## src/rtl/light_dance_ctrl_if.sv

```systemverilog
// light_dance_ctrl_if: request/acknowledge bundle between the two requesters and
// the light-dance sequencer.
//   req[1:0]          per-requester request, held until the matching ack pulse
//   pattern0/1        8-bit seed pattern per requester
//   steps0/1          STEP_W-bit shift-step count per requester
//   mode0/1           2-bit serial-input mode per requester
//   ack[1:0]          one-cycle completion pulse per requester
//   busy              sequencer is not idle
//   gnt_id            current or most recent grantee
//   result            final register value of the last completed job
// Modports: master = requester side, slave = sequencer side.
interface light_dance_ctrl_if #(
   parameter int unsigned STEP_W = 8
);
   logic [1:0]        req;
   logic [7:0]        pattern0;
   logic [7:0]        pattern1;
   logic [STEP_W-1:0] steps0;
   logic [STEP_W-1:0] steps1;
   logic [1:0]        mode0;
   logic [1:0]        mode1;
   logic [1:0]        ack;
   logic              busy;
   logic              gnt_id;
   logic [7:0]        result;

   modport master (
      output req, pattern0, pattern1, steps0, steps1, mode0, mode1,
      input  ack, busy, gnt_id, result
   );

   modport slave (
      input  req, pattern0, pattern1, steps0, steps1, mode0, mode1,
      output ack, busy, gnt_id, result
   );
endinterface

```

## src/rtl/light_dance_ctrl.sv

```systemverilog
// light_dance_ctrl: round-robin two-way arbiter and sequencer for the 8-bit
// light-dance shift register. A granted job loads its seed, shifts the register
// for the requested number of steps with the selected serial input, captures the
// final value into result and pulses ack for the requester.
// Ports:
//   clk_i        clock, rising edge
//   arst_i       synchronous active-high reset
//   bus_if       requester bundle (light_dance_ctrl_if.slave)
//   ld_load_o    register load enable
//   ld_pdata_o   register parallel load data
//   ld_din_o     register serial input
//   ld_qdata_i   register current value
// Optional feature: define LD_LOCKUP_STOP_EN to end a mode-00 job early as soon
// as the register reads all-zero during RUN (all-zero is a fixed point for din=0).
module light_dance_ctrl #(
   parameter int unsigned STEP_W = 8
) (
   input  logic               clk_i,
   input  logic               arst_i,
   light_dance_ctrl_if.slave  bus_if,
   output logic               ld_load_o,
   output logic [7:0]         ld_pdata_o,
   output logic               ld_din_o,
   input  logic [7:0]         ld_qdata_i
);

   typedef enum logic [1:0] {StIdle, StLoad, StRun, StDone} state_e;

   state_e            state_q,   state_d;
   logic [7:0]        pattern_q, pattern_d;
   logic [STEP_W-1:0] steps_q,   steps_d;
   logic [1:0]        mode_q,    mode_d;
   logic              gnt_q,     gnt_d;
   logic              last_q,    last_d;
   logic              phase_q,   phase_d;
   logic [7:0]        result_q,  result_d;

   logic              grant_sel;
   logic [1:0]        ack;

   // With both requesting, the one not granted last wins; otherwise the sole requester.
   always_comb begin
      grant_sel = (bus_if.req == 2'b11) ? ~last_q : bus_if.req[1];
   end

   always_comb begin
      state_d    = state_q;
      pattern_d  = pattern_q;
      steps_d    = steps_q;
      mode_d     = mode_q;
      gnt_d      = gnt_q;
      last_d     = last_q;
      phase_d    = phase_q;
      result_d   = result_q;
      ack        = 2'b00;
      ld_load_o  = 1'b0;
      ld_pdata_o = 8'h00;
      ld_din_o   = 1'b0;

      unique case (state_q)
         StIdle: begin
            if (|bus_if.req) begin
               gnt_d     = grant_sel;
               last_d    = grant_sel;
               pattern_d = grant_sel ? bus_if.pattern1 : bus_if.pattern0;
               steps_d   = grant_sel ? bus_if.steps1   : bus_if.steps0;
               mode_d    = grant_sel ? bus_if.mode1    : bus_if.mode0;
               phase_d   = 1'b0;
               state_d   = StLoad;
            end
         end
         StLoad: begin
            ld_load_o  = 1'b1;
            ld_pdata_o = pattern_q;
            state_d    = (steps_q == '0) ? StDone : StRun;
         end
         StRun: begin
            // phase_q is 0 on the first RUN cycle; mode 10 starts at 1, mode 11 at 0.
            unique case (mode_q)
               2'b00:   ld_din_o = 1'b0;
               2'b01:   ld_din_o = 1'b1;
               2'b10:   ld_din_o = ~phase_q;
               default: ld_din_o = phase_q;
            endcase
            phase_d = ~phase_q;
            steps_d = steps_q - STEP_W'(1);
            if (steps_q == STEP_W'(1)) begin
               state_d = StDone;
            end
`ifdef LD_LOCKUP_STOP_EN
            if ((mode_q == 2'b00) && (ld_qdata_i == 8'h00)) begin
               state_d = StDone;
            end
`endif
         end
         StDone: begin
            result_d = ld_qdata_i;
            ack      = gnt_q ? 2'b10 : 2'b01;
            state_d  = StIdle;
         end
         default: begin
            state_d = StIdle;
         end
      endcase
   end

   always_ff @(posedge clk_i) begin
      if (arst_i) begin
         state_q   <= StIdle;
         pattern_q <= 8'h00;
         steps_q   <= '0;
         mode_q    <= 2'b00;
         gnt_q     <= 1'b0;
         last_q    <= 1'b1;
         phase_q   <= 1'b0;
         result_q  <= 8'h00;
      end else begin
         state_q   <= state_d;
         pattern_q <= pattern_d;
         steps_q   <= steps_d;
         mode_q    <= mode_d;
         gnt_q     <= gnt_d;
         last_q    <= last_d;
         phase_q   <= phase_d;
         result_q  <= result_d;
      end
   end

   assign bus_if.ack    = ack;
   assign bus_if.busy   = (state_q != StIdle);
   assign bus_if.gnt_id = gnt_q;
   assign bus_if.result = result_q;

endmodule

```

## src/flat_wrapper.sv

```systemverilog
// flat-port wrapper written by rule: the top's interface ports become plain ports
module light_dance_ctrl_flat 
#(
   parameter int unsigned STEP_W = 8
)
  (clk_i, arst_i, ld_load_o, ld_pdata_o, ld_din_o, ld_qdata_i, bus_if_req, bus_if_pattern0, bus_if_pattern1, bus_if_steps0, bus_if_steps1, bus_if_mode0, bus_if_mode1, bus_if_ack, bus_if_busy, bus_if_gnt_id, bus_if_result);
  light_dance_ctrl_if #(.STEP_W(STEP_W)) bus_if_i ();
  input  logic clk_i;
  input  logic arst_i;
  output logic ld_load_o;
  output logic [7:0] ld_pdata_o;
  output logic ld_din_o;
  input  logic [7:0] ld_qdata_i;
  input wire logic [$bits(bus_if_i.req)-1:0] bus_if_req;
  input wire logic [$bits(bus_if_i.pattern0)-1:0] bus_if_pattern0;
  input wire logic [$bits(bus_if_i.pattern1)-1:0] bus_if_pattern1;
  input wire logic [$bits(bus_if_i.steps0)-1:0] bus_if_steps0;
  input wire logic [$bits(bus_if_i.steps1)-1:0] bus_if_steps1;
  input wire logic [$bits(bus_if_i.mode0)-1:0] bus_if_mode0;
  input wire logic [$bits(bus_if_i.mode1)-1:0] bus_if_mode1;
  output wire logic [$bits(bus_if_i.ack)-1:0] bus_if_ack;
  output wire logic [$bits(bus_if_i.busy)-1:0] bus_if_busy;
  output wire logic [$bits(bus_if_i.gnt_id)-1:0] bus_if_gnt_id;
  output wire logic [$bits(bus_if_i.result)-1:0] bus_if_result;
  assign bus_if_i.req = bus_if_req;
  assign bus_if_i.pattern0 = bus_if_pattern0;
  assign bus_if_i.pattern1 = bus_if_pattern1;
  assign bus_if_i.steps0 = bus_if_steps0;
  assign bus_if_i.steps1 = bus_if_steps1;
  assign bus_if_i.mode0 = bus_if_mode0;
  assign bus_if_i.mode1 = bus_if_mode1;
  assign bus_if_ack = bus_if_i.ack;
  assign bus_if_busy = bus_if_i.busy;
  assign bus_if_gnt_id = bus_if_i.gnt_id;
  assign bus_if_result = bus_if_i.result;
  light_dance_ctrl #(.STEP_W(STEP_W)) u_core (.clk_i(clk_i), .arst_i(arst_i), .bus_if(bus_if_i), .ld_load_o(ld_load_o), .ld_pdata_o(ld_pdata_o), .ld_din_o(ld_din_o), .ld_qdata_i(ld_qdata_i));
endmodule
```

## config.mk

```make
export PLATFORM = sky130hd
export DESIGN_NAME = light_dance_ctrl_flat
export DESIGN_NICKNAME = d
export VERILOG_FILES = /design/src/rtl/light_dance_ctrl_if.sv /design/src/rtl/light_dance_ctrl.sv /design/src/flat_wrapper.sv
export SDC_FILE = /design/constraint.sdc
export NUM_CORES = 1
export LEC_CHECK = 0
export CORE_UTILIZATION = 55
export DETAILED_ROUTE_END_ITERATION = 10
export DONT_BUFFER_PORTS = 1
export PLACE_DENSITY = 0.74
export SKIP_CTS_REPAIR_TIMING = 1
export SLEW_MARGIN = 10
export SYNTH_ARGS = -nofsm -noshare
export SYNTH_HDL_FRONTEND = slang
export SYNTH_SLANG_ARGS = --single-unit
```

## constraint.sdc

```tcl
create_clock -name clk_i -period 1.7 [get_ports clk_i]
set_input_delay 0.34 -clock clk_i [delete_from_list [all_inputs] [get_ports clk_i]]
set_output_delay 0.34 -clock clk_i [all_outputs]
set_load 0.01 [all_outputs]
```

=== Word-level counts from Yosys, hierarchy flattened ===
Index checks and enable logic that the tools add are counted.

* Register bits after elaboration: 31
* Input port bits: 48
* Output and inout port bits: 22
* Word-level logic and storage cells: 47

* $add $sub $neg: 1
* Equality and inequality tests: 9
* Mux-type cells: 18
* Bitwise logic cells: 2
* Reduce and logical (&&, ||, !) cells: 9

{| class="wikitable"
|+ Operators by type and width
! operator !! count
|-
| $mux 8 || 4
|-
| $pmux 8 s2 || 1
|-
| $mux 2 || 5
|-
| $eq 2x2->1 const B || 4
|-
| $eq 8x1->1 const B || 1
|-
| $logic_not 8->1 || 1
|-
| $pmux 2 s4 || 1
|-
| $sub 8x1->8 const B || 1
|-
| $reduce_and 2->1 || 3
|-
| $mux 1 || 5
|-
| $eq 2x1->1 const B || 2
|-
| $logic_not 2->1 || 2
|-
| $ne 2x1->1 const B || 2
|-
| $reduce_bool 2->1 || 2
|-
| $pmux 1 s3 || 1
|-
| $not 1->1 || 2
|-
| $pmux 1 s2 || 1
|-
| $reduce_or 2->1 || 1
|}

=== Depth between registers and ports, before layout ===
Gate-level depths: netlist of the first run.

* Word-level depth: 5
* Gate-level depth with buffers: 8
* Gate-level depth less buffers: 6

=== Least setup slack after synthesis of the first run ===
OpenSTA, ideal clock, no wires.

* Path kind: flip-flop to flip-flop
* From: register u_core.state_q[0]
* To: register u_core.steps_q[7]
* Setup time: 0.132 ns
* Arrival: 1.743 ns
* Required time: 1.568 ns
* Path slack: -0.175 ns
* Stages on the path, launching flop included: 9
* Buffers on the path: 2
* Clock period less this slack: 1.875 ns
* Cell sequence: dfxtp_1 > inv_1 > ha_1 > buf_4 > or3b_2 > clkbuf_1 > and2_1 > a41oi_1 > a21oi_1

* Word-level cells in the longest chain between the ends: 3
* Elaborated cells on any way between the ends: 6
* Classes of those cells: 2 x eq/ne; 1 x mux; 3 x reduce/logical

{| class="wikitable"
|+ Ends and longest elaborated chain
! element !! RTL line !! source
|-
| start: declaration || light_dance_ctrl.sv:29 || <nowiki>state_e state_q, state_d;</nowiki>
|-
| start signal: assignment || light_dance_ctrl.sv:109 || <nowiki>state_q <= StIdle;</nowiki>
|-
| start signal: assignment || light_dance_ctrl.sv:118 || <nowiki>state_q <= state_d;</nowiki>
|-
| $logic_not 2->1 / $eq 2x2->1 (equally long branches) || light_dance_ctrl.sv:60 || <nowiki>unique case (state_q)</nowiki>
|-
| $ne 2x1->1 (no source line) / $reduce_bool 2->1 (equally long branches) || n/a ||
|-
| $reduce_and 2->1 (no source line) || n/a ||
|-
| end signal: assignment || light_dance_ctrl.sv:120 || <nowiki>steps_q <= steps_d;</nowiki>
|-
| end: declaration || light_dance_ctrl.sv:31 || <nowiki>logic [STEP_W-1:0] steps_q, steps_d;</nowiki>
|}

Several ways; a longest one is shown, not always the timed one.
A chain may end at the register's enable or synchronous reset.

=== Worst setup path in the final report of the first run ===
* From: register u_core.state_q[1]
* To: register u_core.steps_q[5]

The elaborated chain is that of the path after synthesis.

==> results of run 1 <==
[through the flow]
step                area (um^2)  instances  TNS, ps  total power (W)  util, %
floorplan                  1790        194        0          0.00239        -
global placement           1870        236        0          0.00272     61.6
detailed placement         1870        236        0          0.00278     61.6
CTS                        1920        244    -1210          0.00320     63.4
global route               2010        248     -165          0.00365     66.3
finish                     2010        248  -0.0988          0.00342     66.3
[placed cells by master, fill, tap and decap left out, drive strengths merged, types with 2 or more instances in the layout]
cell and count:
a22oi 4, o21ai 7, or3b 2, a21boi 3, nor2b 3, inv 8, a211oi 11, nor3 3
buf 13, and2 12, mux2i 20, mux2 7, a31oi 5, nor4b 2, dfxtp 31, a21oi 9
nor2 26, or2 2, ha 8, clkbuf 6, nand2 4
[cell families after synthesis]
| logic type | count (synthesis) | synth area share (%) |
|---|---|---|
| XOR/XNOR | 1 | 0.500 |
| multiplexers | 27 | 15.9 |
| flip-flops | 31 | 35.4 |
| AND/OR/NAND/NOR | 63 | 19.1 |
| AO/OA/AOI/OAI | 45 | 18.6 |
| buffers and inverters | 19 | 4.71 |
| adder cells (fa/ha/maj) | 8 | 5.71 |
[how the worst max path moves through the flow]
| stage | cells past startpoint | slack (ps) | endpoint | from |
|---|---|---|---|---|
| finish | 6 | -0.1 | u_core.steps_q[5]$_SDFFE_PP0P_ | u_core.state_q[1]$_SDFFE_PP0P_ |
| CTS | 3 | -200 | ld_din_o | u_core.state_q[0]$_SDFFE_PP0P_ |
| global route | 4 | -70 | u_core.state_q[0]$_SDFFE_PP0P_ | u_core.steps_q[2]$_SDFFE_PP0P_ |
| floorplan | 8 | 10 | u_core.steps_q[5]$_SDFFE_PP0P_ | u_core.state_q[0]$_SDFFE_PP0P_ |
| global placement | 5 | 80 | u_core.steps_q[7]$_SDFFE_PP0P_ | u_core.state_q[0]$_SDFFE_PP0P_ |
| detailed placement | 6 | 40 | u_core.steps_q[7]$_SDFFE_PP0P_ | u_core.state_q[1]$_SDFFE_PP0P_ |
[cell type report]
cell class | count | area, um^2 | area share (%)
timing repair buffer | 13 | 110 | 5.48
clock inverter | 2 | 12.5 | 0.623
inverter | 8 | 37.5 | 1.87
clock buffer | 6 | 41.3 | 2.06
multi-input combinational | 144 | 1120 | 55.8
sequential | 31 | 631 | 31.4
tap | 44 | 55.1 | 2.74
[layer usage]
metal,share of wire (%),up-vias
li1,-,714
met1,41,692
met2,51,67
met3,7.7,4
met4,0.58,0
met5,0,-
[state kept, by name, summed over array words and instances, names as in the netlist]
signal and cells:
u_core.bus_if.result 8, u_core.state_q 2, u_core.phase_q 1, u_core.mode_q 2, u_core.last_q 1, u_core.steps_q 8
u_core.pattern_q 8, u_core.bus_if.gnt_id 1
[power by group]
part | switching [W] | leakage [nW] | internal [W]
registers | 0.000208 | 0.257 | 0.000955
clock network | 0.000261 | 0.0282 | 0.000159
logic | 0.000989 | 0.446 | 0.000843
total | 0.00146 | 0.732 | 0.00196
[critical path, cell delays in order (launching register included)]
cell     delay [ps]
dfxtp_4         390
inv_6            80
ha_4            180
or3b_4          440
and2_4          200
a32oi_1         190
a21oi_1          90
==> flow_summary.ini, run 1 <==
[global_routing]
antenna_found_initial = 0
use_met1_pct = 28.2
grt_pass1_wl_um = 6080
grt_pass1_vias = 1378
grtUsageMet3_pct = 10.5
top_usage_layer = met2
overflow = 0
grt_max_degree = 34
grtUsageTotal_pct = 23.9
met2_usage_pct = 37.3

[yosys]
syn_area_per_cell_um2 = 9.04
dominantRegCellSynth = dfxtp_1
seq_area_frac_synth_pct = 35.4
ys_seq_elements = 31
yosys_warnings = 0
synth_cell_type_count = 39
syn_inst = 194
synth_fp_nets = 250
synth-async-reset-ratio_pct = 0
synth_top_cell_by_area = dfxtp_1
synth_edf_count = 0
synth_area_um2 = 1750
synth_commonest_cells = dfxtp_1 (31), nor2_1 (26), mux2i_1 (20)
synth_top_area_share_pct = 35.4
yosysMostFrequentCell = dfxtp_1
synth_area_leaders = dfxtp_1 (35%), mux2i_1 (11%), ha_1 (5.7%)

[placement]
gp_congestion = 0.938
pre_cts_slack_ps = 37.4
port_buffers = 0
post-dp-hpwl_um = 2770

[timing]
fin_crit_sh_pct = 100
period_needed_ps = 1700
skew_ps = 6.41
hold_viol = 0
finalSetupViolations = 1
maxSlewHeadroom_pct = 61.1
fin_hold_ws_ps = 48.8
max_freq_mhz = 588
rsz0062_at_grt = true
worstMarginPinSlew_ps = 578
setup_ws_ps = -0.0988
slew_violations = 0

[final_layout]
fin_nets = 259
drive_above_1_share_pct = 25.0
area_growth_pct = 14.6
fillers = 232
antenna_cells = 0

[drt]
drtPass1Iterations = 4
antenna_left = 0
drt-vias-per-instance = 5.96
post_drt_wl_per_cell_um = 15.9
wl_um = 3940
via_count = 1477
drc = 0
initialDrtViolationCount = 42

[setup_path]
cp_data_required_time_ps = 1930
r2r_cells = 6
r2r-start = u_core.state_q[1]$_SDFFE_PP0P_
crit_arrival_ps = 1930
cp-start-kind = register
path_class = register to register
reg2reg_to = u_core.steps_q[5]$_SDFFE_PP0P_
reg2reg_slack_ps = -0.1
path_max_fanout = 8
endpoint_kind = register

[clock_network]
htree_levels = 2
cts_made_buffers = 5
tritoncts = done
clkSinkCount = 31
clkTransAtPathRegs_ps = 100
cts_root_buf = clkbuf_4
cts_buffer_depth = 2
clkLatencyLatePin_ps = 340

[floorplanning]
die_w_um = 58.5
start_util_pct = 57.9
boundaryPins = 70
die_h_um = 58.5
core_area_um2 = 3030
placementRows = 20
fp.dieArea_um2 = 3420

[min_path]
min_delay_worst_endpoint = u_core.steps_q[2]$_SDFFE_PP0P_
min_path_type = primary input to register
whs_path_depth = 1
min_from = arst_i

[outcome]
violations = negative setup slack
run_status = complete, but fails checks

[flow_run]
drv_cap = 0

[pwr]
leakagePower_nw = 0.732
power.density_nw_per_um2 = 1700
peakVddDrop_mv = 0.746
Note: power is estimated with default switching activity, not from simulation.
==> run 2, diff against run 1 <==
--- a/config.mk
+++ b/config.mk
@@ -5,10 +5,10 @@
 export SDC_FILE = /design/constraint.sdc
 export NUM_CORES = 1
 export LEC_CHECK = 0
-export CORE_UTILIZATION = 55
+export CORE_UTILIZATION = 56
 export DETAILED_ROUTE_END_ITERATION = 10
 export DONT_BUFFER_PORTS = 1
-export PLACE_DENSITY = 0.74
+export PLACE_DENSITY = 0.75
 export SKIP_CTS_REPAIR_TIMING = 1
 export SLEW_MARGIN = 10
 export SYNTH_ARGS = -nofsm -noshare
==> flow_summary.ini, run 2 (synthesis gave the netlist of run 1 again) <==
[outcome]
run_status = complete, but fails checks
violations = design-rule violations

[clock_network]
clkLatencyLatePin_ps = 340
tritoncts = done
cts_buffer_depth = 2
clkTransAtPathRegs_ps = 100
cts_root_buf = clkbuf_4
cts_made_buffers = 5
clkSinkCount = 31
htree_levels = 2

[placement]
gp_congestion = 0.918
port_buffers = 0
post-place-cells = 224
post-dp-hpwl_um = 2790

[timing]
fin_crit_sh_pct = 98.1
fin_hold_ws_ps = 50.5
hold_viol = 0
period_needed_ps = 1670
finalSetupViolations = 0
worstMarginPinSlew_ps = 556
maxSlewHeadroom_pct = 62.6
max_freq_mhz = 599
setup_tns_ps = 0
skew_ps = 8.36
slew_violations = 0

[setup_path]
cpLargestDelayFamily = compound AO/OA/AOI/OAI gates
slowest_delay_ps = 560
path_max_fanout = 5
endpoint_kind = register
cp-start-kind = register
timing.critical_path.buf_inv = 0
crit_chain = or4_4 -> o41ai_4 -> a31oi_1 -> a311oi_2
path_class = register to register
crit_arrival_ps = 1920
cp_slowest_cell = or4_4
cp_data_required_time_ps = 1960

[pwr]
leakagePower_nw = 0.736
clkPwrFrac_pct = 14.6
p_sw_w = 0.00144
seqPwrFrac_pct = 33.4
pwr-share-comb_pct = 52.0
peakVddDrop_mv = 1.02
power.density_nw_per_um2 = 1740
swShare_pct = 41.5
p_int_w = 0.00204

[global_routing]
antenna_found_initial = 0
overflow = 0
grt_pass1_wl_um = 6090
grt_max_degree = 34
grtUsageTotal_pct = 24.4
grt_pass1_vias = 1369

[drt]
antenna_left = 0
drc = 5
drtPass1Iterations = 7
post_drt_wl_per_cell_um = 16.8
drt-vias-per-instance = 6.13
wl_um = 3920
initialDrtViolationCount = 83
via_count = 1428

[floorplanning]
die_h_um = 58.0
core_area_um2 = 2850
boundaryPins = 70
die_w_um = 58.0
fp.dieArea_um2 = 3360
placementRows = 19
start_util_pct = 61.4

[final_layout]
final_cell_mix = dfxtp_1 (29), nor2_1 (26), mux2i_1 (20)
final_cells = 233
area_growth_pct = 14.2
antenna_cells = 0
drive_above_1_share_pct = 24.3
final_common_cell = dfxtp_1
fillers = 223
fin_nets = 257
finish.utilization_pct = 70.2

[flow_run]
drv_cap = 0

[min_path]
min_path_type = primary input to register
## run 2: power groups by stage
stage / clock (W) / combinational (W) / sequential, W
6_report: 0.000507 / 0.00181 / 0.00116
5_1_grt: 0.000555 / 0.00199 / 0.00120
4_1_cts: 0.000526 / 0.00168 / 0.00112
3_5_place_dp: 0 / 0.00166 / 0.00114
3_3_place_gp: 0 / 0.00161 / 0.00112
2_1_floorplan: 0 / 0.00128 / 0.00111
## run 2: routing by layer
layer / global-route usage, % / vias to the layer above / wire, um
met5: 0 / - / 0
met4: 11.9 / 0 / 44
met3: 8.04 / 4 / 295
met2: 42.5 / 58 / 2030
met1: 26.6 / 656 / 1550
li1: - / 710 / -
## run 2: final timing paths
kind	start	to	slack (ps)	depth (start not counted)
worst max-delay path	u_core.steps_q[3]$_SDFFE_PP0P_	u_core.state_q[0]$_SDFFE_PP0P_	30	4
worst min-delay path	arst_i	u_core.steps_q[4]$_SDFFE_PP0P_	50	1
worst max register to register	u_core.steps_q[3]$_SDFFE_PP0P_	u_core.state_q[0]$_SDFFE_PP0P_	30	4
worst min register to register	u_core.pattern_q[4]$_SDFFE_PP0P_	u_core.pattern_q[4]$_SDFFE_PP0P_	490	2
## run 2: area by class of cell
class	instances	area, um^2	share of cell area (%)
inverters	8	40.0	2.00
repair buffers	11	95.1	4.75
flip-flops and latches	31	628	31.4
clock buffers	7	65.1	3.25
well taps	31	38.8	1.94
clock inverters	1	7.51	0.375
multi-input cells	144	1130	56.3
## run 2: worst reg2reg max path, stage by stage, from the launching register on
cell,delay (ps)
dfxtp_1,360
or4_4,560
o41ai_4,280
a31oi_1,150
a311oi_2,240
## run 2: through the flow
stage	power [W]	area (um^2)	setup WS (ps)
floorplan	0.00239	1790	10.4
global placement	0.00274	1860	75.3
detailed placement	0.00280	1860	18.3
CTS	0.00332	1930	-232
global route	0.00374	2000	-2.24
finish	0.00348	2000	31.5
==> run 3, diff against run 2 <==
--- a/config.mk
+++ b/config.mk
@@ -5,10 +5,10 @@
 export SDC_FILE = /design/constraint.sdc
 export NUM_CORES = 1
 export LEC_CHECK = 0
-export CORE_UTILIZATION = 56
+export CORE_UTILIZATION = 46
 export DETAILED_ROUTE_END_ITERATION = 10
 export DONT_BUFFER_PORTS = 1
-export PLACE_DENSITY = 0.75
+export PLACE_DENSITY = 0.64
 export SKIP_CTS_REPAIR_TIMING = 1
 export SLEW_MARGIN = 10
 export SYNTH_ARGS = -nofsm -noshare
==> flow_summary.ini, run 3 (synthesis gave the netlist of run 1 again) <==
[final_layout]
area_growth_pct = 15.6
antenna_cells = 0
fin_nets = 260
final_area_um2 = 2030
fillers = 344
finish.utilization_pct = 55.3
final_common_cell = dfxtp_1
final_cell_mix = dfxtp_1 (28), nor2_1 (26), mux2i_1 (20)
drive_above_1_share_pct = 24.4

[floorplanning]
boundaryPins = 70
die_h_um = 63.7
die_w_um = 63.7
start_util_pct = 47.9
core_area_um2 = 3660
fp.dieArea_um2 = 4060
placementRows = 22

[setup_path]
cp-start-kind = register
r2r_cells = 6
endpoint = u_core.steps_q[5]$_SDFFE_PP0P_
reg2reg_slack_ps = 30
path_max_fanout = 8
cpLargestDelayFamily = simple AND/OR/NAND/NOR gates
endpoint_kind = register
path_class = register to register
reg2reg_to = u_core.steps_q[5]$_SDFFE_PP0P_
cp_data_required_time_ps = 1860
cp_slowest_cell = or3b_4
slowest_delay_ps = 440
crit_chain = inv_4 -> ha_4 -> or3b_4 -> and2_4 -> a32oi_1 -> a21oi_1
crit_arrival_ps = 1830
r2r-start = u_core.state_q[0]$_SDFFE_PP0P_
timing.critical_path.buf_inv = 1
startpoint = u_core.state_q[0]$_SDFFE_PP0P_
cp_num_cells = 6

[drt]
drt-vias-per-instance = 5.67
via_count = 1434
post_drt_wl_per_cell_um = 15.3
antenna_left = 0
drc = 0
wl_um = 3880
initialDrtViolationCount = 51
drtPass1Iterations = 4

[timing]
slew_violations = 0
fin_crit_sh_pct = 98.2
finalSetupViolations = 0
hold_viol = 0
max_freq_mhz = 599
rsz0062_at_grt = true
worstMarginPinSlew_ps = 572
maxSlewHeadroom_pct = 61.5
skew_ps = 9.79
period_needed_ps = 1670
fin_hold_ws_ps = 115

[clock_network]
htree_levels = 2
clkSinkCount = 31
cts_root_buf = clkbuf_8
cts_made_buffers = 5
clkLatencyLatePin_ps = 280
tritoncts = done
clkTransAtPathRegs_ps = 70
cts_buffer_depth = 2

[min_path]
min_path_type = primary input to register

[outcome]
run_status = finished, final reports clean

[pwr]
power.density_nw_per_um2 = 1740
peakVddDrop_mv = 1.07
leakagePower_nw = 0.751

[placement]
port_buffers = 0
gp_congestion = 0.864
postPlaceCellArea_um2 = 1880
post-dp-hpwl_um = 2850

[global_routing]
grt_pass1_vias = 1379
antenna_found_initial = 0
grtUsageTotal_pct = 20.0
grt_pass1_wl_um = 6360
overflow = 0
grt_max_degree = 34

[flow_run]
drv_cap = 0
==> run 3: per-layer routing <==
metal	global-route usage, %	vias to the layer above	part of all wire (%)
met4	7.39	0	1.4
met3	3.75	5	4.0
met5	0	-	0
met1	25.4	668	45
met2	33.5	50	49
li1	-	711	-
==> run 3: worst min path at each step <==
stage | start | to | slack [ps] | cells past startpoint
final | arst_i | u_core.steps_q[2]$_SDFFE_PP0P_ | 120 | 1
after detailed placement | arst_i | u_core.state_q[0]$_SDFFE_PP0P_ | 410 | 1
after global routing | arst_i | u_core.steps_q[2]$_SDFFE_PP0P_ | 110 | 1
after floorplan | u_core.steps_q[5]$_SDFFE_PP0P_ | u_core.steps_q[5]$_SDFFE_PP0P_ | 460 | 2
after global placement | arst_i | u_core.state_q[0]$_SDFFE_PP0P_ | 410 | 1
after CTS | arst_i | u_core.state_q[0]$_SDFFE_PP0P_ | 110 | 1
==> run 3: layout make-up <==
class / instances / area [um^2] / area share, %
multi-input combinational: 144 / 1100 / 54.2
sequential: 31 / 627 / 30.9
timing repair buffer: 14 / 105 / 5.19
clock buffer: 7 / 96.3 / 4.76
tap: 48 / 60.1 / 2.96
inverter: 8 / 32.5 / 1.61
clock inverter: 1 / 7.51 / 0.371
==> run 3: stage by stage <==
step	setup TNS [ps]	setup WS [ps]	std cells	power [W]
global placement	0	65.1	243	0.00277
CTS	-440	-106	251	0.00345
detailed placement	0	48.5	243	0.00280
finish	0	31.4	253	0.00353
global route	-82.5	-31.9	253	0.00381
floorplan	0	10.4	194	0.00239
==> run 3: power by group <==
group	internal [W]	switching (W)	total (W)
clock	0.000368	0.000275	0.000643
combinational	0.000804	0.000947	0.00175
sequential	0.000950	0.000190	0.00114
